[src/rtl/id_stage_sb.sv]
// MIPS decode stage: registered ID->EXE slot with valid/ready, per-register
// scoreboard of in-flight writes, optional EXE/MEM forwarding and registered redirect.
module id_stage_sb #(
    parameter int unsigned XLEN   = 32,
    parameter int unsigned NREG   = 32,
    parameter int unsigned CNTW   = 2,
    parameter int unsigned FWD_EN = 1,
    localparam int unsigned AW    = $clog2(NREG)
) (
    input  logic            clk,
    input  logic            resetn,
    input  logic            in_valid,
    output logic            in_ready,
    input  logic [31:0]     in_pc,
    input  logic [31:0]     in_inst,
    output logic [AW-1:0]   rs_addr,
    output logic [AW-1:0]   rt_addr,
    input  logic [XLEN-1:0] rs_value,
    input  logic [XLEN-1:0] rt_value,
    input  logic            exe_fwd_en,
    input  logic            mem_fwd_en,
    input  logic [AW-1:0]   exe_fwd_dest,
    input  logic [AW-1:0]   mem_fwd_dest,
    input  logic [XLEN-1:0] exe_fwd_data,
    input  logic [XLEN-1:0] mem_fwd_data,
    input  logic            exe_is_load,
    input  logic            wb_commit,
    input  logic [AW-1:0]   wb_dest,
    input  logic            flush,
    output logic            out_valid,
    input  logic            out_ready,
    output logic [31:0]     out_pc,
    output logic [XLEN-1:0] out_op1,
    output logic [XLEN-1:0] out_op2,
    output logic            out_wen,
    output logic [AW-1:0]   out_wdest,
    output logic [31:0]     out_inst,
    output logic            jbr_taken,
    output logic [31:0]     jbr_target
);

    localparam logic [CNTW-1:0] CNT_MAX = '1;

    logic [5:0]  op;
    logic [5:0]  funct;
    logic [4:0]  rt_f;
    logic [4:0]  rd_f;
    logic [15:0] imm;
    logic [31:0] pc4;

    logic          uses_rs, uses_rt, wen_d, wen;
    logic          is_br, is_j, is_jr;
    logic [AW-1:0] wdest_d, wdest;

    logic [1:0][AW-1:0]   src_addr;
    logic [1:0]           src_used;
    logic [1:0][XLEN-1:0] src_rf;
    logic [1:0][CNTW-1:0] src_cnt;
    logic [1:0][XLEN-1:0] src_val;
    logic [1:0]           src_stall;
    logic [1:0]           exe_hit, mem_hit;

    logic [CNTW-1:0] cnt [NREG];
    logic [NREG-1:0] sb_inc, sb_dec;

    logic        stall, fire_in;
    logic        taken;
    logic [31:0] target;

    assign op      = in_inst[31:26];
    assign funct   = in_inst[5:0];
    assign rt_f    = in_inst[20:16];
    assign rd_f    = in_inst[15:11];
    assign imm     = in_inst[15:0];
    assign pc4     = in_pc + 32'd4;
    assign rs_addr = AW'(in_inst[25:21]);
    assign rt_addr = AW'(rt_f);

    // MIPS-I subset decode: source usage, destination select, control-flow class
    always_comb begin
        uses_rs = 1'b0;
        uses_rt = 1'b0;
        wen_d   = 1'b0;
        wdest_d = AW'(rt_f);
        is_br   = 1'b0;
        is_j    = 1'b0;
        is_jr   = 1'b0;
        case (op)
            6'h00: begin
                case (funct)
                    6'h00, 6'h02, 6'h03: begin
                        uses_rt = 1'b1; wen_d = 1'b1; wdest_d = AW'(rd_f);
                    end
                    6'h04, 6'h06, 6'h07, 6'h21, 6'h23, 6'h24, 6'h25,
                    6'h26, 6'h27, 6'h2A, 6'h2B: begin
                        uses_rs = 1'b1; uses_rt = 1'b1; wen_d = 1'b1; wdest_d = AW'(rd_f);
                    end
                    6'h08: begin
                        uses_rs = 1'b1; is_jr = 1'b1;
                    end
                    6'h09: begin
                        uses_rs = 1'b1; is_jr = 1'b1; wen_d = 1'b1; wdest_d = AW'(rd_f);
                    end
                    default: ;
                endcase
            end
            6'h01: begin
                uses_rs = 1'b1; is_br = (rt_f[4:1] == 4'd0);
            end
            6'h02: is_j = 1'b1;
            6'h03: begin
                is_j = 1'b1; wen_d = 1'b1; wdest_d = AW'(5'd31);
            end
            6'h04, 6'h05: begin
                uses_rs = 1'b1; uses_rt = 1'b1; is_br = 1'b1;
            end
            6'h06, 6'h07: begin
                uses_rs = 1'b1; is_br = 1'b1;
            end
            6'h09, 6'h0A, 6'h0B, 6'h0C, 6'h0D, 6'h0E,
            6'h20, 6'h21, 6'h23, 6'h24, 6'h25: begin
                uses_rs = 1'b1; wen_d = 1'b1;
            end
            6'h0F: wen_d = 1'b1;
            6'h28, 6'h29, 6'h2B: begin
                uses_rs = 1'b1; uses_rt = 1'b1;
            end
            default: ;
        endcase
    end

    // Writes to $0 are architecturally dropped, so they are never tracked
    assign wen   = wen_d & (wdest_d != '0);
    assign wdest = wen ? wdest_d : '0;

    assign src_addr = {rt_addr, rs_addr};
    assign src_used = {uses_rt, uses_rs};
    assign src_rf   = {rt_value, rs_value};
    assign src_cnt  = {cnt[rt_addr], cnt[rs_addr]};

    // Operand resolution: EXE beats MEM beats regfile; pending writers with no visible result stall
    always_comb begin
        src_val   = src_rf;
        src_stall = '0;
        exe_hit   = '0;
        mem_hit   = '0;
        for (int i = 0; i < 2; i++) begin
            exe_hit[i] = exe_fwd_en && (exe_fwd_dest == src_addr[i]);
            mem_hit[i] = mem_fwd_en && (mem_fwd_dest == src_addr[i]);
            if (src_used[i] && (src_addr[i] != '0)) begin
                if (FWD_EN != 0) begin
                    if (exe_hit[i]) begin
                        src_val[i]   = exe_fwd_data;
                        src_stall[i] = exe_is_load;
                    end else if (mem_hit[i]) begin
                        src_val[i] = mem_fwd_data;
                    end else if (src_cnt[i] != '0) begin
                        src_stall[i] = 1'b1;
                    end
                end else if (src_cnt[i] != '0) begin
                    src_stall[i] = 1'b1;
                end
            end
        end
    end

    // Redirect decision uses the resolved operands
    always_comb begin
        taken  = 1'b0;
        target = pc4 + {{14{imm[15]}}, imm, 2'b00};
        if (is_j) begin
            taken  = 1'b1;
            target = {pc4[31:28], in_inst[25:0], 2'b00};
        end else if (is_jr) begin
            taken  = 1'b1;
            target = 32'(src_val[0]);
        end else if (is_br) begin
            case (op)
                6'h04:   taken = (src_val[0] == src_val[1]);
                6'h05:   taken = (src_val[0] != src_val[1]);
                6'h06:   taken = src_val[0][XLEN-1] | (src_val[0] == '0);
                6'h07:   taken = ~src_val[0][XLEN-1] & (src_val[0] != '0);
                default: taken = rt_f[0] ? ~src_val[0][XLEN-1] : src_val[0][XLEN-1];
            endcase
        end
    end

    assign stall    = (|src_stall) | (wen && (cnt[wdest] == CNT_MAX));
    assign in_ready = ~stall & (~out_valid | out_ready) & ~flush;
    assign fire_in  = in_valid & in_ready;

    // ID->EXE register and one-cycle redirect pulse
    always_ff @(posedge clk or negedge resetn) begin
        if (!resetn) begin
            out_valid  <= 1'b0;
            out_pc     <= '0;
            out_op1    <= '0;
            out_op2    <= '0;
            out_wen    <= 1'b0;
            out_wdest  <= '0;
            out_inst   <= '0;
            jbr_taken  <= 1'b0;
            jbr_target <= '0;
        end else if (flush) begin
            out_valid <= 1'b0;
            jbr_taken <= 1'b0;
        end else begin
            jbr_taken <= fire_in & taken;
            if (fire_in) begin
                out_valid <= 1'b1;
                out_pc    <= in_pc;
                out_op1   <= src_val[0];
                out_op2   <= src_val[1];
                out_wen   <= wen;
                out_wdest <= wdest;
                out_inst  <= in_inst;
                if (taken) jbr_target <= target;
            end else if (out_ready) begin
                out_valid <= 1'b0;
            end
        end
    end

    always_comb begin
        sb_inc = '0;
        sb_dec = '0;
        if (fire_in && wen) sb_inc[wdest] = 1'b1;
        if (wb_commit && (wb_dest != '0)) sb_dec[wb_dest] = 1'b1;
    end

    // Scoreboard: simultaneous issue and retire on one register cancel; retire at zero is held
    always_ff @(posedge clk or negedge resetn) begin
        if (!resetn) begin
            for (int i = 0; i < NREG; i++) cnt[i] <= '0;
        end else if (flush) begin
            for (int i = 0; i < NREG; i++) cnt[i] <= '0;
        end else begin
            for (int i = 1; i < NREG; i++) begin
                if (sb_inc[i] && !sb_dec[i]) begin
                    cnt[i] <= cnt[i] + CNTW'(1);
                end else if (!sb_inc[i] && sb_dec[i] && (cnt[i] != '0)) begin
                    cnt[i] <= cnt[i] - CNTW'(1);
                end
            end
        end
    end

endmodule

[config.mk]
export PLATFORM = sky130hd
export DESIGN_NAME = id_stage_sb
export DESIGN_NICKNAME = d
export VERILOG_FILES = /design/src/rtl/id_stage_sb.sv
export SDC_FILE = /design/constraint.sdc
export NUM_CORES = 1
export LEC_CHECK = 0
export ABC_AREA = 1
export CAP_MARGIN = 5
export CORE_MARGIN = 3
export CORE_UTILIZATION = 40
export CTS_CLUSTER_DIAMETER = 50
export DETAILED_ROUTE_END_ITERATION = 10
export PLACE_DENSITY = 0.75
export SLEW_MARGIN = 20
export SYNTH_ARGS = -nofsm -noshare
export SYNTH_HDL_FRONTEND = slang
export SYNTH_SLANG_ARGS = --single-unit
[constraint.sdc]
create_clock -name clk -period 9.5 [get_ports clk]
set_input_delay 1.9 -clock clk [delete_from_list [all_inputs] [get_ports clk]]
set_output_delay 1.9 -clock clk [all_outputs]
set_load 0.02 [all_outputs]
### After elaboration in Yosys (flattened, before gate mapping)

Index checks and enable logic that the tools add are counted.

* add/subtract/negate cells: 64
* $mul: 0
* divide/modulo/power cells: 0
* $lt $le $gt $ge: 7
* equality and inequality tests: 44
* shift-type cells: 0
* muxes and demuxes: 116
* bitwise logic cells: 16
* reduce and logical (&&, ||, !) cells: 252

Operator list (number)
* $mux W32: 10
* $mux W2: 68
* $logic_and A1 B1 Y1: 104
* $eq A6 B6 Y1 const B: 16
* $reduce_bool A3 Y1: 32
* $reduce_bool A2 Y1: 33
* $add A2 B1 Y2 const B: 31
* $logic_not A1 Y1: 62
* $mux W62: 1
* $sub A2 B1 Y2 const B: 31
* $eq A6 B4 Y1 const B: 9
* $eq A6 B3 Y1 const B: 7
* $add A32 B3 Y32 const B: 1
* $add A32 B32 Y32: 1
* $eq A32 B32 Y1: 1
* $logic_not A32 Y1: 1
* $ne A32 B32 Y1: 1
* $reduce_bool A32 Y1: 1
* $bmux W2 S5: 3
* $reduce_or A13 Y1: 2
* $eq A6 B2 Y1 const B: 4
* $mux W1: 24
* $eq A5 B5 Y1: 4
* $reduce_bool A5 Y1: 4
* 24 further kinds: 48

* flip-flop bits (word level): 230
* bits in latches: 0
* RAM bits: 0
* ROM bits: 0
* input bits: 216
* output and inout port bits: 179
* word-level logic and storage cells: 539
* memories kept: 0

### Logic depth before layout (Yosys ltp)

Gate-level depths: netlist (run 1).

* word-level depth: 26
* mapped depth: 30
* depth with buffers taken out: 30

### Worst setup path before layout (run 1)

Ideal clock, no wire load.

* kind: in2out
* start point: input in_inst[17]
* end point: output in_ready
* data arrival time: 3996 ps
* required time: 7600 ps
* slack: 3604 ps
* cell stages on the path: 14
* buffers on the path: 4
* path through: buf_2 inv_1 buf_2 a221oi_1 and3_1 inv_1 buf_2 clkbuf_1 o21ai_0 o211ai_1 nand3_1 nor2_1 nand2_1 nor2_2

* word-level cells in the longest chain between the ends: 15
* elaborated cells on any way between the ends: 31
* those cells by class: 3 x eq/ne; 13 x mux; 7 x bitwise; 8 x reduce/logical

Ends and longest elaborated chain
* start, declared: RTL line 15 `input logic [31:0] in_inst,`
* $mux W5: RTL line 90 `case (funct)`
* $pmux W5 S2: RTL line 88 `case (op)`
* $reduce_bool A5 Y1: RTL line 133 `assign wen = wen_d & (wdest_d != '0);`
* $and A1 B1 Y1: RTL line 133
* $mux W5: RTL line 134 `assign wdest = wen ? wdest_d : '0;`
* $not A5 Y6 (implied by the code): RTL line 188 `assign stall = (|src_stall) | (wen && (cnt[wdest] == CNT_MAX));`
* $bmux W2 S5: RTL line 188
* $mux W2 (implied by the code) (2 in series): RTL line 188
* $eq A2 B2 Y1: RTL line 188
* $logic_and A1 B1 Y1: RTL line 188
* $or A1 B1 Y1 *: RTL line 188
* $not A1 Y1 *: RTL line 189 `assign in_ready = ~stall & (~out_valid | out_ready) & ~flush;`
* $and A1 B1 Y1 * (2 in series): RTL line 189
* end, declared: RTL line 13 `output logic in_ready,`

Mark *: on every way between the ends. The rest lies on a longest branch, timed or not. The select of a mux whose other input is x is not followed.

### Worst setup path after layout (run 1)

* start point: input in_inst[28]
* end point: output in_ready

* word-level cells in the longest chain between the ends: 15
* elaborated cells on any way between the ends: 47
* those cells by class: 22 x eq/ne; 10 x mux; 6 x bitwise; 9 x reduce/logical

Ends and longest elaborated chain (RTL line)
* $eq A6 B2 Y1, or another cell as far along: 88
* $reduce_or A13 Y1 (no source line) or $pmux W5 S2 (tied branches)
* $pmux W1 S2 or $reduce_bool A5 Y1 (tied branches): 88, 133
* $and A1 B1 Y1: 133
* $mux W5: 134
* $not A5 Y6 (implied by the code): 188
* $bmux W2 S5: 188
* $mux W2 (implied by the code) (2 in series): 188
* $eq A2 B2 Y1: 188
* $logic_and A1 B1 Y1: 188
* $or A1 B1 Y1 *: 188
* $not A1 Y1 *: 189
* $and A1 B1 Y1 * (2 in series): 189

Marked as above.

==> results.txt, run 1 <==
Initial Utilization = 41.0%
grt ovf = 0
Int Power = 0.00263 W
Worst Hold Class = flop to flop
Pwr Density = 184 nW/µm²
Buffers on Ports = 394
num rows = 76
max-capacitance violation count = 0
initial antenna violation count = 7
clock power share = 28.3%
Area Growth Syn to Fin = 29.6%
number of global-route vias before repair = 18700
number of synthesized flops with an enable pin = 0
fmax = 125 MHz
Final WS setup = 1530 ps
CP endpoint kind = output pin
Combinational Power Share = 39.7%
Final Cycle Share = 83.9%
fillers = 4318
CP arrival = 6070 ps
CP Launch Type = input port
CORE AREA = 43600 µm²
Vias/cell = 5.52
die area = 47300 µm²
Detail Route Antenna Nets = 0
Worst slew margin = 18.8%
fin nets = 3362
switching portion of total power = 38.6%
mean area per synthesized cell = 6.42 µm²
top_reg_cell synth = dfrtp_1
CP max-delay cell = clkdlybuf4s50_1
Final Wtd Congestion = 0.988
Cell variety after synth = 57
final wirelength = 75500 µm
Leakage Power = 10.9 nW
Buf/Inv on CP = 5
Num CTS Buffers = 31
worst vdd ir = 0.145 mV
Final Setup Violations = 0
register share of total power = 32.0%
CTS tree = yes
largest net degree at the start of global routing = 102
crit-path max FO = 21
via count = 20600
Die Ht = 218 µm
Clk Latency, worst-skew pair = 610 ps
worst slack at placement = 1590 ps
# IOs = 395
#FFs+latches synth = 230
sw power = 0.00165 W
Clk pin slew, worst setup/hold paths = 60 ps
Synth async-reset ratio = 100%
RSZ-0062 raised after global routing = false
first-pass GRT wire length = 114000 µm
share of layout cells above drive strength 1 = 4.78%
WL per Instance = 20.3 µm
total global-route track usage = 31.0%
# DRC = 0
max incr delay on CP = 690 ps
Worst Hold Margin = 473 ps
Syn Inst Count = 2789
Post-CTS Resized = 0
most used cell, CP = nand2_1
Seq/Total Area, Yosys = 32.1%
Final Max Tran Viols = 0
kind of critical path = input port to output pin
hold_buf cts = 0
Util after Layout = 53.2%
Synth Warn # = 0
CTS Root Buffer Type = clkbuf_16
outcome = finished clean
cell area after synthesis = 17900 µm²
worst-path cell chain = clkdlybuf4s50_1 -> nor2_4 -> inv_2 -> nor3_4 -> buf_4 -> nand2_1 -> nand3_1 -> nor2_1 -> nand2_4 -> nand3_4 -> nor2_4 -> nand2_1 -> nand2_1 -> inv_1 -> nand2_1 -> nand3b_1 -> nand3_1 -> nand3_1 -> nand2_1 -> nor2_2 -> clkdlybuf4s50_1
Final Hold Viols = 0
setup TNS = 0 ps
drt first pass iters = 8
Top delay family on crit path = simple AND/OR/NAND/NOR gates
total power = 0.00428 W
1st-iter DRT viols = 2112
H-tree Lvls = 1
Die Wd = 218 µm
Setup Buffers After CTS = 0
Clock Sinks = 230
Synth Net Count = 3036
skew final = 41.7 ps
Least-Margin Pin Slew = 1210 ps
Critical Path RT = 7600 ps
Post-DP HPWL = 57700 µm
post-layout min period = 7970 ps
Max clock buf depth = 3
[layer usage]
metal | wire length [µm] | vias to the layer above | GRT usage [%] | share of wire [%]
li1 | - | 9862 | - | -
met1 | 31500 | 9429 | 42.0 | 42
met2 | 33000 | 1098 | 47.7 | 44
met3 | 8220 | 156 | 8.33 | 11
met4 | 2760 | 6 | 10.8 | 3.7
met5 | 46 | - | 0 | 0.061
[power by group through the flow]
stage | combinational, W | sequential (W) | clock (W)
floorplan | 0.000595 | 0.00161 | 0
global placement | 0.00167 | 0.00137 | 0
detailed placement | 0.00168 | 0.00138 | 0
CTS | 0.00169 | 0.00136 | 0.00122
global route | 0.00182 | 0.00139 | 0.00127
finish | 0.00170 | 0.00137 | 0.00121
[final cells by class]
cell class	instances	area, µm²	share of cell area (%)
clock inverters	12	174	0.749
flip-flops and latches	230	5760	24.8
multi-input cells	2139	10400	44.9
inverters	295	1110	4.77
repair buffers	418	4140	17.8
well taps	585	732	3.15
diodes	4	10.0	0.0431
clock buffers	42	877	3.78
[metrics by stage]
step / cell area [µm²] / cells
2_1_floorplan: 17900 / 2789
3_3_place_gp: 22100 / 3667
3_5_place_dp: 22100 / 3667
4_1_cts: 23200 / 3721
5_1_grt: 23200 / 3724
6_report: 23200 / 3725
[synth_stat cells (3+ instances only)]
library cell	number	area, µm²
a31oi_1	20	125
buf_1	5	18.8
o21ai_0	215	1080
o21ai_2	7	61.3
buf_2	40	200
nand2_1	850	3190
nor2_1	295	1110
o211ai_1	29	218
nand3b_1	3	22.5
clkbuf_1	55	206
nand4_1	112	701
buf_6	9	101
nor3_1	18	90.1
nand2_2	5	31.3
o21ai_1	57	285
ha_1	30	375
o21bai_1	3	22.5
xor2_1	48	420
o22ai_1	11	68.8
a21oi_1	70	350
dfrtp_1	230	5760
inv_2	15	56.3
nand2_4	3	33.8
nor2_2	10	62.6
nor4_1	4	25.0
o221ai_1	16	140
nand3_2	3	30.0
or2_2	16	100
nand3_1	259	1300
buf_4	15	113
nor2_4	3	33.8
a221oi_1	8	70.1
clkinv_1	3	11.3
inv_1	277	1040
a21boi_0	3	22.5
xnor2_1	13	114
[flip-flops by register name, indices dropped and copies added (netlist names)]
signal,count
cnt,62
jbr_target,32
out_inst,32
out_op1,32
out_op2,32
out_pc,32
out_wdest,5
jbr_taken,1
out_valid,1
out_wen,1
[cell usage in the layout, fill, tap and decap left out, types with 4 or more instances in the layout]
cell type | synthesis | layout
nand2_1 | 850 | 850
clkdlybuf4s50_1 | 0 | 392
nor2_1 | 295 | 295
inv_1 | 277 | 276
nand3_1 | 259 | 258
dfrtp_1 | 230 | 230
o21ai_0 | 215 | 215
nand4_1 | 112 | 112
a21oi_1 | 70 | 69
o21ai_1 | 57 | 57
xor2_1 | 48 | 48
clkbuf_16 | 0 | 31
ha_1 | 30 | 30
o211ai_1 | 29 | 29
buf_4 | 15 | 23
a31oi_1 | 20 | 20
nor3_1 | 18 | 18
inv_2 | 15 | 16
or2_2 | 16 | 16
o221ai_1 | 16 | 16
xnor2_1 | 13 | 13
o22ai_1 | 11 | 11
nor2_2 | 10 | 10
a221oi_1 | 8 | 8
o21ai_2 | 7 | 7
clkbuf_8 | 0 | 6
nand2_2 | 5 | 5
clkbuf_1 | 55 | 5
diode_2 | 0 | 4
nor4_1 | 4 | 4
nand3_2 | 3 | 4
inv_6 | 0 | 4
[cell families (layout without fill, tap and decap cells)]
kind of cell / Yosys count / in the layout / synth area share [%]
AND/OR/NAND/NOR: 1592 / 1592 / 38.3
buffers and inverters: 420 / 767 / 9.78
XOR/XNOR: 61 / 61 / 2.98
flip-flops: 230 / 230 / 32.1
other: 0 / 4 / 0
AO/OA/AOI/OAI: 455 / 455 / 14.6
adder cells (fa/ha/maj): 31 / 31 / 2.21
[worst min-delay path: stages (launching register included)]
cell and delay [ps]:
dfrtp_1 340, nand2_1 50, nand2_1 50
[final timing paths]
path,start,endpoint,slack (ps),cells past startpoint
max,in_inst[28],in_ready,1530,21
min,jbr_target[2],jbr_target[2],470,2
max reg2reg,cnt[14],cnt[2],5090,20
min in group asynchronous,resetn,out_op2[25],1310,1
max in group asynchronous,resetn,jbr_target[12],6710,2
min reg2reg,jbr_target[2],jbr_target[2],470,2
No activity file was read; power rests on OpenSTA's default activity.
==> inputs of run 2 (changes only) <==
==> constraint.sdc (replaced) <==
create_clock -name clk -period 7.35 [get_ports clk]
set_input_delay 1.47 -clock clk [delete_from_list [all_inputs] [get_ports clk]]
set_output_delay 1.47 -clock clk [all_outputs]
set_load 0.02 [all_outputs]
==> run 2 against run 1 <==
Net effect:
- clock skew is 2.8 ps lower
- flip-flop and latch count stayed put
- die area stayed put
- utilization is 1.1 points higher
- non-clock buffer count is 31 higher
- design area is 2.1% higher
- combinational power is 29% higher
- via count is 1.1% higher
- global-route usage is 0.37 points higher
- count of clock-buffer cells in the layout is 5 higher
- highest routed layer unchanged
==> results.txt, run 2 (synthesis gave the netlist of run 1 again) <==
outcome = finished clean
register-to-register setup slack = 3130 ps
Num CTS Buffers = 38
Area Growth Syn to Fin = 32.2%
fmax = 155 MHz
Die Wd = 218 µm
total global-route track usage = 31.3%
reg2reg start = cnt[38]
drt first pass iters = 8
Vias/cell = 5.50
H-tree Lvls = 2
Clk pin slew, worst setup/hold paths = 60 ps
1st-iter DRT viols = 2051
Leakage Power = 11.1 nW
hold_buf cts = 0
CTS Root Buffer Type = clkbuf_16
worst-path cell chain = clkdlybuf4s50_1 -> clkinv_1 -> nand2_1 -> nand2_1 -> nor2_1 -> and3_2 -> buf_4 -> o21ai_0 -> o211ai_1 -> nand3_1 -> nor2_1 -> nand2_1 -> nor2_2 -> buf_4
Final Max Tran Viols = 0
RSZ-0062 raised after global routing = false
Post-CTS Resized = 0
Clock Sinks = 230
number of global-route vias before repair = 19500
Critical Path RT = 5880 ps
Combinational Power Share = 38.0%
max-capacitance violation count = 0
Die Ht = 218 µm
die area = 47300 µm²
via count = 20800
largest net degree at the start of global routing = 162
post-layout min period = 6450 ps
sw power = 0.00223 W
instance count on the critical path = 14
Buf/Inv on CP = 4
Setup Buffers After CTS = 0
WL per Instance = 20.1 µm
Largest register FFs = 62
Int Power = 0.00357 W
Util after Layout = 54.3%
CP arrival = 4980 ps
Final Hold Viols = 0
Final Wtd Congestion = 1.01
Worst Setup EP = in_ready
CP max-delay cell = clkdlybuf4s50_1
R2R Path End = cnt[51]
max incr delay on CP = 550 ps
Detail Route Antenna Nets = 0
# IOs = 395
first-pass GRT wire length = 115000 µm
CP startpoint = in_inst[20]
Reg2Reg Depth = 19
Pwr Density = 245 nW/µm²
# DRC = 0
Largest Register = cnt
CTS tree = yes
commonest non-fill, non-tap cells in the layout = nand2_1 (850), clkdlybuf4s50_1 (391), nor2_1 (295)
worst vdd ir = 0.169 mV
Clk Latency, worst-skew pair = 570 ps
CORE AREA = 43600 µm²
CP Launch Type = input port
skew final = 39.0 ps
num rows = 76
crit-path max FO = 34
initial antenna violation count = 9
most used cell, CP = nand2_1
kind of critical path = input port to output pin
most common cell after layout, fill and taps aside = nand2_1
Max clock buf depth = 3
Least-Margin Pin Slew = 1070 ps
setup TNS = 0 ps
Post-DP HPWL = 57700 µm
final wirelength = 75700 µm
Worst Hold Class = flop to flop
share of layout cells above drive strength 1 = 6.22%
Worst slew margin = 28.5%
Final Setup Violations = 0
switching portion of total power = 38.5%
grt ovf = 0
fin nets = 3400
Final Cycle Share = 87.7%
clock power share = 31.3%
CP endpoint kind = output pin
register share of total power = 30.7%
Top delay family on crit path = buffers and inverters
Initial Utilization = 41.0%
Buffers on Ports = 394
-- run 2: routing by layer --
metal,vias to the layer above,GRT usage (%),part of all wire (%)
met5,-,0,0.033
met4,4,14.4,4.8
met3,203,7.61,11
met2,1158,48.7,43
met1,9472,41.2,41
li1,9944,-,-
-- run 2: area by class of cell --
class	count	area (µm²)
clock inverters	23	233
flip-flops and latches	230	5760
inverters	295	1110
clock buffers	47	1050
multi-input cells	2139	10400
repair buffers	449	4380
diodes	8	20.0
fillers	4248	20000
well taps	585	732
-- run 2: worst min path at each step --
stage	depth (start not counted)	slack (ps)	to	start
2_1_floorplan	2	480	cnt[17]	cnt[17]
3_3_place_gp	2	450	jbr_target[26]	jbr_target[26]
3_5_place_dp	2	460	jbr_target[26]	jbr_target[26]
4_1_cts	2	470	jbr_target[26]	jbr_target[26]
5_1_grt	2	500	out_pc[31]	out_pc[31]
6_report	2	470	jbr_target[16]	jbr_target[16]
-- run 2: stage by stage --
step / setup WS (ps) / power (W) / instances / hold WS [ps] / cell area, µm²
finish: 903 / 0.00580 / 3776 / 473 / 23700
global route: 650 / 0.00607 / 3774 / 498 / 23700
CTS: 957 / 0.00581 / 3768 / 475 / 23700
detailed placement: 725 / 0.00397 / 3698 / 462 / 22400
global placement: 812 / 0.00395 / 3698 / 454 / 22400
floorplan: 1960 / 0.00285 / 2789 / 482 / 17900
-- run 2: worst register-to-register path: stages, from the launching register on --
cell and delay, ps:
dfrtp_1 410, or2_2 380, a21oi_1 170, o211ai_1 120, o31ai_1 100, nand2_1 70, o221ai_1 90, nand2_1 80
nand2_1 130, o21ai_0 100, o211ai_1 160, nand3_1 110, nor2_1 320, nand4_4 540, nor2_2 770, nand2_1 160
nand2_1 90, nand3_1 110, nor2_1 140, nor2_1 50
-- run 2: power groups by stage --
stage / Clock [W] / Combinational, W / Sequential, W
final: 0.00182 / 0.00220 / 0.00178
after detailed placement: 0 / 0.00218 / 0.00179
after global routing: 0.00189 / 0.00237 / 0.00181
after global placement: 0 / 0.00217 / 0.00179
after floorplan: 0 / 0.000768 / 0.00208
after CTS: 0.00184 / 0.00219 / 0.00177
